File: src/rtl/hazard_stall_ctrl.sv
// Stall/flush control for the F/D/E pipeline registers: tracks in-flight destinations with
// their Tnew in E and M, plus mult/div busy time, and stalls the D instruction when needed.
module hazard_stall_ctrl #(
  parameter int unsigned MULT_CYCLES = 5,
  parameter int unsigned DIV_CYCLES  = 10,
  parameter int unsigned CNT_W       = 4
) (
  input  logic       clk,
  input  logic       reset,
  input  logic [4:0] D_rs,
  input  logic [4:0] D_rt,
  input  logic [1:0] D_tuse_rs,
  input  logic [1:0] D_tuse_rt,
  input  logic [4:0] D_dst,
  input  logic [1:0] D_tnew,
  input  logic       D_md_start,
  input  logic       D_md_div,
  input  logic       D_md_use,
  output logic       stall,
  output logic       F_WE,
  output logic       D_WE,
  output logic       E_clr
);

  logic [4:0]       e_dst_q, e_dst_d;
  logic [1:0]       e_tnew_q, e_tnew_d;
  logic             e_md_q, e_md_d;
  logic             e_div_q, e_div_d;
  logic [4:0]       m_dst_q, m_dst_d;
  logic [1:0]       m_tnew_q, m_tnew_d;
  logic [CNT_W-1:0] md_cnt_q, md_cnt_d;

  logic rs_hazard, rt_hazard, md_hazard, hazard;

  // A tuse of 3 means the operand is not read; register 0 never carries a dependency.
  always_comb begin
    rs_hazard = (D_rs != 5'd0) && (D_tuse_rs != 2'd3) &&
                (((e_dst_q == D_rs) && (D_tuse_rs < e_tnew_q)) ||
                 ((m_dst_q == D_rs) && (D_tuse_rs < m_tnew_q)));
    rt_hazard = (D_rt != 5'd0) && (D_tuse_rt != 2'd3) &&
                (((e_dst_q == D_rt) && (D_tuse_rt < e_tnew_q)) ||
                 ((m_dst_q == D_rt) && (D_tuse_rt < m_tnew_q)));
    md_hazard = D_md_use && ((md_cnt_q != '0) || e_md_q);
    hazard    = rs_hazard || rt_hazard || md_hazard;
  end

  always_comb begin
    stall = ~reset & hazard;
    F_WE  = ~stall;
    D_WE  = ~stall;
    E_clr = stall;
  end

  always_comb begin
    e_dst_d  = D_dst;
    e_tnew_d = D_tnew;
    e_md_d   = D_md_start;
    e_div_d  = D_md_start & D_md_div;
    if (hazard) begin
      e_dst_d  = 5'd0;
      e_tnew_d = 2'd0;
      e_md_d   = 1'b0;
      e_div_d  = 1'b0;
    end
    // M advances from E regardless of the stall.
    m_dst_d  = e_dst_q;
    m_tnew_d = (e_tnew_q == 2'd0) ? 2'd0 : e_tnew_q - 2'd1;
    md_cnt_d = md_cnt_q;
    if (e_md_q) begin
      md_cnt_d = e_div_q ? CNT_W'(DIV_CYCLES) : CNT_W'(MULT_CYCLES);
    end else if (md_cnt_q != '0) begin
      md_cnt_d = md_cnt_q - CNT_W'(1);
    end
  end

  always_ff @(posedge clk) begin
    if (reset) begin
      e_dst_q  <= 5'd0;
      e_tnew_q <= 2'd0;
      e_md_q   <= 1'b0;
      e_div_q  <= 1'b0;
      m_dst_q  <= 5'd0;
      m_tnew_q <= 2'd0;
      md_cnt_q <= '0;
    end else begin
      e_dst_q  <= e_dst_d;
      e_tnew_q <= e_tnew_d;
      e_md_q   <= e_md_d;
      e_div_q  <= e_div_d;
      m_dst_q  <= m_dst_d;
      m_tnew_q <= m_tnew_d;
      md_cnt_q <= md_cnt_d;
    end
  end

endmodule
File: config.mk
export PLATFORM = sky130hd
export DESIGN_NAME = hazard_stall_ctrl
export DESIGN_NICKNAME = d
export VERILOG_FILES = /design/src/rtl/hazard_stall_ctrl.sv
export SDC_FILE = /design/constraint.sdc
export NUM_CORES = 1
export LEC_CHECK = 0
export ABC_CLOCK_PERIOD_IN_PS = 2100
export BUFFER_PORTS_ARGS = -buffer_cell sky130_fd_sc_hd__clkbuf_2
export CORE_MARGIN = 3
export CORE_UTILIZATION = 25
export DETAILED_ROUTE_END_ITERATION = 10
export MAX_ROUTING_LAYER = met4
export PLACE_DENSITY_LB_ADDON = 0.12
export SYNTH_ARGS = -nofsm -noshare
export SYNTH_HDL_FRONTEND = slang
export SYNTH_SLANG_ARGS = --single-unit
File: constraint.sdc
create_clock -name clk -period 2.1 [get_ports clk]
set_input_delay 0.105 -clock clk [delete_from_list [all_inputs] [get_ports clk]]
set_output_delay 0.105 -clock clk [all_outputs]
set_load 0.02 [all_outputs]
==> impl_metrics.json, run 1 <==
{
  "outcome": "finished, violations left",
  "failed_checks": "negative setup slack",
  "timing.setup.tns_ps": -42.8,
  "synthesis_stage_register_bit_count": 20,
  "holdPathStages": 3,
  "syn_nets": 148,
  "portBuffers": 29,
  "via_per_inst": 4.63,
  "worst_ir_drop_on_vdd_mv": 0.391,
  "grt_antenna_before_repair": 0,
  "leakage_component_of_the_power_uw": 0.000632,
  "max-slew-margin-rel_pct": 71.6,
  "layout.area.seq_sq_um": 403,
  "cts_num_sinks": 20,
  "htreeDepth": 1,
  "ioPinCount": 30,
  "cts-hold-fix-buffers": 0,
  "fillerInstances": 459,
  "antenna-diode-count": 0,
  "ratio_of_cells_with_drive_above_1_in_the_final_layout_pct": 35.3,
  "period_utilisation_layout_pct": 101,
  "tritoncts_clock_tree": "done",
  "ys_warn_count": 0,
  "worst_clock_skew_ps": 1.60,
  "synth.distinct_cells": 30,
  "final_max_slew_viol_count": 0,
  "ff2ff_setup_slack_ps": 100,
  "netlist_area_sq_um": 1110,
  "multi_input_area_sq_um": 738,
  "core_area_sq_um": 4140,
  "routed_wl_um": 2810,
  "netlist_instances": 115,
  "cp-end-kind": "output pin",
  "fmaxAchievable_mhz": 471,
  "fp.dieH_um": 72.7,
  "setup.worst_path.class": "flip-flop to output pin",
  "edff_count_synth": 0,
  "start_util_pct": 26.9,
  "timing.final.setup_violations": 2,
  "place.gp.congestion": 0.851,
  "final.setup.worst_slack_ps": -21.8,
  "floorplan.die_area_sq_um": 5290,
  "drtIter0Drc": 37,
  "yosysSeqAreaShare_pct": 36.0,
  "maximum_number_of_buffers_from_clock_root_to_sink": 2,
  "max-cap-violations": 0,
  "cts.reportedPaths.clkPinSlew_ps": 80,
  "dr.pass1.iters": 4,
  "tritoncts.num_buffers": 3,
  "first_pass_grt_wire_length_um": 4650,
  "place_hpwl_um": 2170,
  "pin_count_of_the_biggest_net_entering_global_routing": 23,
  "path_category_of_the_worst_min_delay_check": "input pin to flip-flop",
  "row_count": 23,
  "latest_clock_arrival_within_the_worst_skew_pair_ps": 250,
  "routed_wire_length_per_instance_um": 14.1,
  "endpoint_of_the_worst_slack_reg_to_reg_timing_path": "e_dst_q[3]",
  "synthArstFlopShare_pct": 0,
  "grt_overflow": 0,
  "final_hold_viol_count": 0,
  "critical_path_required_ps": 2000,
  "min-delay-start": "D_md_div",
  "design_area_sq_um": 1520,
  "rsz0062_at_grt": "yes",
  "dr_total_vias": 925,
  "ys_dominant_reg_cell": "dfxtp_1",
  "worstPathArrival_ps": 2020,
  "clk_root_buffer_cell": "clkbuf_8",
  "drtAntennaViolNets": 0,
  "layout.nets": 184,
  "growth_of_design_area_from_synthesis_to_finish_pct": 36.6,
  "startpoint_type": "flip-flop",
  "die_w_um": 72.7,
  "finalCriticalPeriod_ps": 2120,
  "grt_usage_pct": 11.9,
  "drc": 0,
  "cellPowerDensity_nw_per_um2": 996,
  "tightestPinTransition_ps": 425,
  "grt_pass1_vias": 964,
  "critPathMaxFanout": 3,
  "avgSynthCellArea_sq_um": 9.68,
  "placed_area_sq_um": 1310,
  "worst-r2r-cell-count": 9,
  "hold_path_end": "e_div_q",
  "rr_startpoint": "e_tnew_q[1]"
}
-- how the worst max path moves through the flow --
stage	startpoint	end	slack, ps	cells past startpoint
floorplan	e_tnew_q[1]	stall	60	8
global placement	m_tnew_q[1]	stall	140	7
detailed placement	m_tnew_q[1]	stall	70	7
CTS	m_tnew_q[1]	stall	-70	7
global route	e_tnew_q[1]	F_WE	-100	7
finish	e_tnew_q[1]	stall	-20	7
-- synth_stat cells, drive strengths merged, types with 4 or more instances --
master   n  area share, %
nor4b    8            6.3
nand2b   5            2.8
nor2     5            1.7
buf      4            2.8
ha       7            7.9
dfxtp   20             36
xnor2    7            5.5
nor2b    6            3.4
xor2    16             13
inv      5            1.7
-- critical path, cell delays in order (launching register included) --
cell and delay, ps:
dfxtp_2 320, inv_2 80, ha_4 200, a2111oi_4 290, nand4_1 190, a221oi_4 340, o21ba_4 200, clkbuf_8 140
-- what timing repair did --
item	CTS	global route
resized for setup	18	5
setup buffers	2	2
pin swaps	8	9
gates cloned	0	0
endpoints found under the setup margin	4	13
-- where the power goes --
part           leakage [uW]  total [uW]  switching (uW)  internal (uW)
Clock             0.0000357         383             129            254
Sequential         0.000165         520            64.6            455
Combinational      0.000431         614             295            319
Total              0.000632        1520             488           1030
-- layout by cell type, fill, tap and decap left out, drive strengths merged --
cell type  synthesis  layout
a2111oi            2       2
ha                 7       7
a221oi             1       1
nor4               3       3
nand2b             5       5
nor2b              6       6
xor2              16      16
o21a               1       1
bufinv             0       1
a21oi              2       2
nor2               5       5
inv                5       5
nand4              2       2
nor4b              8       8
dfxtp             20      20
clkbuf             2      30
nand2              3       3
or3b               1       1
buf                4      10
o21bai             1       1
nor3               3       3
or4                2       2
o21ba              1       1
a22oi              2       2
xnor2              7       7
a211oi             3       3
o21ai              3       3
-- cell families after synthesis --
logic type,Yosys count,synth area share (%)
buf+inv,11,5.17
simple gates,38,21.5
fa+ha+maj,7,7.86
compound gates,16,11.5
flops,20,36.0
xor+xnor,23,18.1
-- through the flow --
step           setup slack [ps]  util [%]  total power (uW)  hold WS, ps  cells
6_report                  -21.8      36.7              1520         59.6    200
5_1_grt                   -96.0      36.7              1630         72.0    200
4_1_cts                   -68.5      36.1              1500         53.0    198
3_5_place_dp               74.8      31.7              1040          334    192
3_3_place_gp                138      31.7              1040          319    192
2_1_floorplan              56.1         -               896          177    115
-- final cells by class --
type                       count  area share [%]
multi-input combinational     84            48.5
timing repair buffer          37            15.0
sequential                    20            26.5
clock buffer                   3            2.71
clock inverter                 1            1.97
inverter                       5            1.23
tap                           50            4.11
-- state kept, by name (all words and copies together) (netlist names) --
register and cells:
e_tnew_q 2, e_dst_q 5, m_tnew_q 2, m_dst_q 5, e_md_q 1, e_div_q 1, md_cnt_q 4
-- per-layer routing --
metal / global-route usage, % / up-vias / wire (um)
met2: 16.9 / 23 / 1180
met5: - / - / 0
met1: 16.7 / 427 / 1470
met4: 3.69 / 0 / 20
li1: - / 473 / -
met3: 2.62 / 2 / 140
(Power assumes the default switching activity.)
==> run 2: changes to the inputs <==
--- a/config.mk
+++ b/config.mk
@@ -11,7 +11,7 @@
 export CORE_UTILIZATION = 25
 export DETAILED_ROUTE_END_ITERATION = 10
 export MAX_ROUTING_LAYER = met4
-export PLACE_DENSITY_LB_ADDON = 0.12
+export PLACE_DENSITY = 0.44
 export SYNTH_ARGS = -nofsm -noshare
 export SYNTH_HDL_FRONTEND = slang
 export SYNTH_SLANG_ARGS = --single-unit
==> run 2 against run 1 <==
  * Critical path depth stayed put
  * The run still ends with negative setup slack left
  * Sequential power hardly changed
  * Register-to-register slack better by 50 ps
  * Maximum frequency is 3.0% lower
  * Hold slack worse by 12 ps
  * Final cell count is 1.0% lower
  * Critical path type unchanged
  * Wire length is 6.0% higher
==> impl_metrics.json, run 2 (synthesis results as in run 1) <==
{
  "portBuffers": 29,
  "drtAntennaViolNets": 0,
  "layout.nets": 182,
  "grt_usage_pct": 11.9,
  "post_layout_nonfiller_instances": 198,
  "timing.final.setup_violations": 4,
  "drtIter0Drc": 85,
  "place.gp.congestion": 0.941,
  "cp-end-kind": "output pin",
  "critical_path_required_ps": 2000,
  "worst_ir_drop_on_vdd_mv": 0.303,
  "startpoint_type": "flip-flop",
  "routed_wire_length_per_instance_um": 15.1,
  "ioPinCount": 30,
  "path_category_of_the_worst_min_delay_check": "input pin to flip-flop",
  "totalPowerFinal_uw": 1410,
  "worst_clock_skew_ps": 6.96,
  "floorplan.die_area_sq_um": 5290,
  "failed_checks": "negative setup slack",
  "grt_antenna_before_repair": 0,
  "grt_pass1_vias": 952,
  "final_max_slew_viol_count": 0,
  "htreeDepth": 1,
  "most-common-layout-cells": "25 x clkbuf_2, 18 x dfxtp_1, 16 x xor2_1, 8 x nor4b_1",
  "cts-hold-fix-buffers": 0,
  "crit_path_start": "e_tnew_q[1]",
  "place_hpwl_um": 2150,
  "die_w_um": 72.7,
  "placed_area_sq_um": 1310,
  "final_hold_viol_count": 0,
  "period_utilisation_layout_pct": 104,
  "core_area_sq_um": 4140,
  "ratio_of_cells_with_drive_above_1_in_the_final_layout_pct": 33.1,
  "tightestPinTransition_ps": 452,
  "antenna-diode-count": 0,
  "max-cap-violations": 0,
  "clk_root_buffer_cell": "clkbuf_8",
  "tritoncts.num_buffers": 3,
  "design_area_sq_um": 1490,
  "cts_num_sinks": 20,
  "final_common_cell": "clkbuf_2",
  "fp.dieH_um": 72.7,
  "via_per_inst": 4.71,
  "final.setup.worst_slack_ps": -86.8,
  "finalCriticalPeriod_ps": 2190,
  "growth_of_design_area_from_synthesis_to_finish_pct": 33.5,
  "maximum_number_of_buffers_from_clock_root_to_sink": 2,
  "rsz0062_at_grt": "yes",
  "max-slew-margin-rel_pct": 69.9,
  "tritoncts_clock_tree": "done",
  "row_count": 23,
  "grt_overflow": 0,
  "drc": 0,
  "latest_clock_arrival_within_the_worst_skew_pair_ps": 260,
  "cellPowerDensity_nw_per_um2": 951,
  "rr_startpoint": "e_tnew_q[1]",
  "start_util_pct": 26.9,
  "setup.worst_path.class": "flip-flop to output pin",
  "worstPathArrival_ps": 2080,
  "min-delay-start": "D_md_div",
  "dr_total_vias": 932,
  "cts.reportedPaths.clkPinSlew_ps": 80,
  "outcome": "finished, violations left",
  "fillerInstances": 445,
  "routed_wl_um": 2980,
  "multi_input_area_sq_um": 732,
  "layout.area.seq_sq_um": 403,
  "dr.pass1.iters": 4,
  "critPathMaxFanout": 4,
  "leakage_component_of_the_power_uw": 0.000613,
  "pin_count_of_the_biggest_net_entering_global_routing": 23,
  "fmaxAchievable_mhz": 457,
  "first_pass_grt_wire_length_um": 4660,
  "dp.cells": 192,
  "registers_with_the_highest_flip_flop_counts": "e_dst_q (5), m_dst_q (5), md_cnt_q (4)"
}
==> run 2: cell count changes in the layout (fill, tap and decap cells not counted), sizes merged <==
| cell | delta |
|---|---|
| clkbuf | -1 |
| bufinv | -1 |
==> run 2: report_power, final <==
part | switching [uW] | internal [uW] | total, uW
Clock | 127 | 167 | 293
Combinational | 294 | 305 | 599
Sequential | 66.4 | 455 | 522
==> run 2: layout make-up <==
| type | count | area share (%) |
|---|---|---|
| clock buffer | 4 | 3.70 |
| inverter | 5 | 1.43 |
| multi-input combinational | 84 | 49.2 |
| sequential | 20 | 27.1 |
| tap | 50 | 4.21 |
| timing repair buffer | 35 | 14.3 |
==> run 2: metrics by stage <==
| step | TNS [ps] | utilization, % | setup WS, ps | hold WS (ps) |
|---|---|---|---|---|
| 4_1_cts | -401 | 34.7 | -104 | 39.5 |
| 2_1_floorplan | 0 | - | 56.1 | 177 |
| 5_1_grt | -686 | 35.9 | -186 | 66.8 |
| 3_3_place_gp | 0 | 31.7 | 132 | 317 |
| 3_5_place_dp | 0 | 31.7 | 92.9 | 314 |
| 6_report | -260 | 35.9 | -86.8 | 47.6 |
==> run 2: critical path, stage by stage, from the launching register on <==
cell,delay [ps]
dfxtp_2,350
inv_4,50
ha_4,220
a2111oi_4,290
nand4_1,200
a221oi_4,390
o21ba_4,230
buf_8,110
==> run 2: worst paths after layout <==
kind / end / slack (ps) / cells past startpoint
setup / recovery: stall / -90 / 7
hold / removal: e_div_q / 50 / 3
setup reg to reg: e_tnew_q[0] / 150 / 8
hold reg to reg: m_tnew_q[0] / 460 / 1
==> run 2: timing repair <==
item,4_1_cts,5_1_grt
gates cloned,0,0
endpoints found under the setup margin,4,6
pin swaps,5,6
hold endpoints to repair,0,0
gates resized for setup,12,11
buffers inserted,0,2
==> run 2: metal layers <==
metal  track usage, %  routed length (um)
met1             16.3                1410
met2             17.8                1390
met3             2.48                 162
met4             3.07                  17
met5                -                   0
==> run 3: changes to the inputs <==
--- a/config.mk
+++ b/config.mk
@@ -5,13 +5,14 @@
 export SDC_FILE = /design/constraint.sdc
 export NUM_CORES = 1
 export LEC_CHECK = 0
+export ABC_AREA = 1
 export ABC_CLOCK_PERIOD_IN_PS = 2100
 export BUFFER_PORTS_ARGS = -buffer_cell sky130_fd_sc_hd__clkbuf_2
 export CORE_MARGIN = 3
-export CORE_UTILIZATION = 25
+export CORE_UTILIZATION = 28
 export DETAILED_ROUTE_END_ITERATION = 10
 export MAX_ROUTING_LAYER = met4
-export PLACE_DENSITY = 0.44
+export PLACE_DENSITY = 0.47
 export SYNTH_ARGS = -nofsm -noshare
 export SYNTH_HDL_FRONTEND = slang
 export SYNTH_SLANG_ARGS = --single-unit
==> run 3 against run 2 <==
  * The flow now finishes without violations
  * Clock skew fell by 3.0 ps
  * Sequential cell count did not move
  * First-iteration DRC count fell by 44%
  * Area after synthesis increased by 8.5%
  * Combinational power decreased by 31%
  * Hold slack got worse by 14 ps
  * Cell area is 1.4% lower
  * Sequential share of layout area grew 0.22 points
  * Clock power is 31% higher
  * Via count increased by 23%
  * Setup slack improved by 370 ps
  * Critical path type unchanged
==> impl_metrics.json, run 3 <==
{
  "maximum_number_of_buffers_from_clock_root_to_sink": 2,
  "worst_path_buf_inv": 3,
  "portBuffers": 29,
  "drtIter0Drc": 48,
  "ys_dominant_reg_cell": "dfxtp_1",
  "period_utilisation_layout_pct": 86.3,
  "timing.setup.tns_ps": 0,
  "post_cts_resized": 0,
  "floorplan.die_area_sq_um": 5140,
  "htreeDepth": 1,
  "synthArstFlopShare_pct": 0,
  "fmaxAchievable_mhz": 552,
  "grt_pass1_vias": 1070,
  "grt_overflow": 0,
  "cts-hold-fix-buffers": 0,
  "critPathMaxFanout": 3,
  "startpoint_type": "flip-flop",
  "avgSynthCellArea_sq_um": 6.36,
  "edff_count_synth": 0,
  "max-slew-margin-rel_pct": 84.5,
  "ratio_of_cells_with_drive_above_1_in_the_final_layout_pct": 16.8,
  "final_hold_viol_count": 0,
  "die_w_um": 71.7,
  "max-cap-violations": 0,
  "cp-end-kind": "output pin",
  "finalCriticalPeriod_ps": 1810,
  "yosysMostFrequentCell": "nand2_1",
  "ys_warn_count": 0,
  "tightestPinTransition_ps": 230,
  "antenna-diode-count": 0,
  "final_max_slew_viol_count": 0,
  "cell_types_occupying_the_most_area_after_synthesis": "dfxtp_1 33%, nand2_1 16%, inv_1 13%",
  "growth_of_design_area_from_synthesis_to_finish_pct": 21.2,
  "pin_count_of_the_biggest_net_entering_global_routing": 13,
  "most-common-layout-cells": "51 x nand2_1, 42 x inv_1, 29 x clkbuf_2, 25 x nor2_1, 20 x dfxtp_1",
  "synth_top_area_share_pct": 33.1,
  "netlist_instances": 190,
  "clk_root_buffer_cell": "clkbuf_8",
  "outcome": "complete, no violations",
  "timing.final.setup_violations": 0,
  "netlist_area_sq_um": 1210,
  "grt_usage_pct": 12.3,
  "cts.reportedPaths.clkPinSlew_ps": 80,
  "yosysSeqAreaShare_pct": 33.1,
  "dr_total_vias": 1151,
  "worstPathCellList": "inv_1 -> ha_1 -> o21ai_1 -> nand2_1 -> nor2_1 -> nand2_1 -> nand2_1 -> nand2_2 -> nand3_1 -> nand2_1 -> inv_1 -> clkbuf_2",
  "tritoncts.num_buffers": 3,
  "routed_wl_um": 2780,
  "place_hpwl_um": 2340,
  "totalPowerFinal_uw": 1300,
  "worstPathArrival_ps": 1710,
  "timing.critical_path.slowest_cell_delay_ps": 310,
  "row_count": 23,
  "leakage_component_of_the_power_uw": 0.000804,
  "registers_with_the_highest_flip_flop_counts": "e_dst_q (5), m_dst_q (5), md_cnt_q (4)",
  "place.gp.congestion": 0.823,
  "layout.nets": 254,
  "cts_num_sinks": 20,
  "rsz0062_at_grt": "no",
  "cpMaxStageDelayCell": "dfxtp_1",
  "routed_wire_length_per_instance_um": 10.3,
  "latest_clock_arrival_within_the_worst_skew_pair_ps": 260,
  "critical_path_required_ps": 2000,
  "core_area_sq_um": 4090,
  "via_per_inst": 4.26,
  "drtAntennaViolNets": 0,
  "critPathMostFrequentCell": "nand2_1",
  "dr.pass1.iters": 4,
  "syn_nets": 223,
  "synth.distinct_cells": 19,
  "grt_antenna_before_repair": 0,
  "fp.dieH_um": 71.7,
  "worst_clock_skew_ps": 4.00,
  "setup.worst_path.class": "flip-flop to output pin",
  "final_common_cell": "nand2_1",
  "drc": 0,
  "synthesis_stage_register_bit_count": 20,
  "critPathTopFamily": "simple AND/OR/NAND/NOR gates",
  "worst_ir_drop_on_vdd_mv": 0.394,
  "first_pass_grt_wire_length_um": 4760,
  "start_util_pct": 29.6,
  "post-synth-top-area-cell": "dfxtp_1",
  "tritoncts_clock_tree": "done",
  "synth_top_cells_by_count": "51 x nand2_1, 42 x inv_1, 25 x nor2_1, 20 x dfxtp_1, 9 x o21ai_0",
  "path_category_of_the_worst_min_delay_check": "input pin to flip-flop",
  "ioPinCount": 30,
  "cellPowerDensity_nw_per_um2": 886,
  "number_of_buffers_added_for_setup_after_cts": 0
}
run 3: changes by cell type in the layout (fill, tap and decap cells not counted), moves of 4 or more:
cell      before  now
xor2_1        16    4
o21ai_0        1    9
xnor2_1        7    1
nor2b_1        6    0
nand2_1        3   51
nand2b_1       5    0
clkbuf_2      25   29
nor4b_1        8    0
nand3_1        0    8
inv_1          4   42
nor2_1         5   25
a21oi_1        2    6
buf_4          7    0
run 3: logic make-up after synthesis:
group	Yosys count	synth area share, %
buffers and inverters	46	15.2
adder cells (fa/ha/maj)	7	7.25
XOR/XNOR	5	3.62
AND/OR/NAND/NOR	94	32.9
AO/OA/AOI/OAI	18	7.87
flip-flops	20	33.1
run 3: final cells by class:
| cell class | count | area [sq um] |
|---|---|---|
| well taps | 50 | 62.6 |
| clock buffers | 3 | 41.3 |
| fillers | 465 | 2620 |
| flip-flops and latches | 20 | 400 |
| repair buffers | 29 | 145 |
| clock inverters | 1 | 30.0 |
| multi-input cells | 124 | 624 |
| inverters | 43 | 161 |
run 3: power by group:
part | internal, uW | switching [uW] | leakage, uW | total, uW
Clock | 254 | 130 | 0.0000357 | 385
Combinational | 166 | 249 | 0.000603 | 415
Sequential | 448 | 49.8 | 0.000165 | 498
run 3: worst reg2reg max path: cells and delay by family, from the launching register on:
kind	cells	cell delay, ps
DFF	1	310
adders and majority gates	1	270
AOI/OAI and AO/OA	1	80
and+or+nand+nor	7	560
buffers and inverters	1	60
run 3: final timing paths:
path	from	endpoint	slack [ps]	cells past startpoint
max	e_tnew_q[1]	stall	290	12
min	D_tnew[0]	e_tnew_q[0]	30	3
min reg2reg	e_tnew_q[0]	m_tnew_q[0]	490	1
max reg2reg	e_tnew_q[1]	e_tnew_q[1]	720	10
run 3: through the flow:
stage	setup slack, ps	instances	utilization (%)	hold slack [ps]	cell area (sq um)
after floorplan	405	190	-	217	1210
after global placement	529	266	34.1	308	1390
after detailed placement	554	266	34.1	309	1390
after CTS	253	270	35.9	25.1	1470
after global routing	43.0	270	35.9	34.4	1470
final	287	270	35.9	33.4	1470
run 3: routing by layer:
metal  global-route usage (%)  up-vias  part of all wire (%)
met5                        -        -                     0
met4                     4.59        0                  0.83
met3                     2.38        2                   7.4
met2                     19.2       31                    44
met1                     15.7      487                    48
li1                         -      631                     -
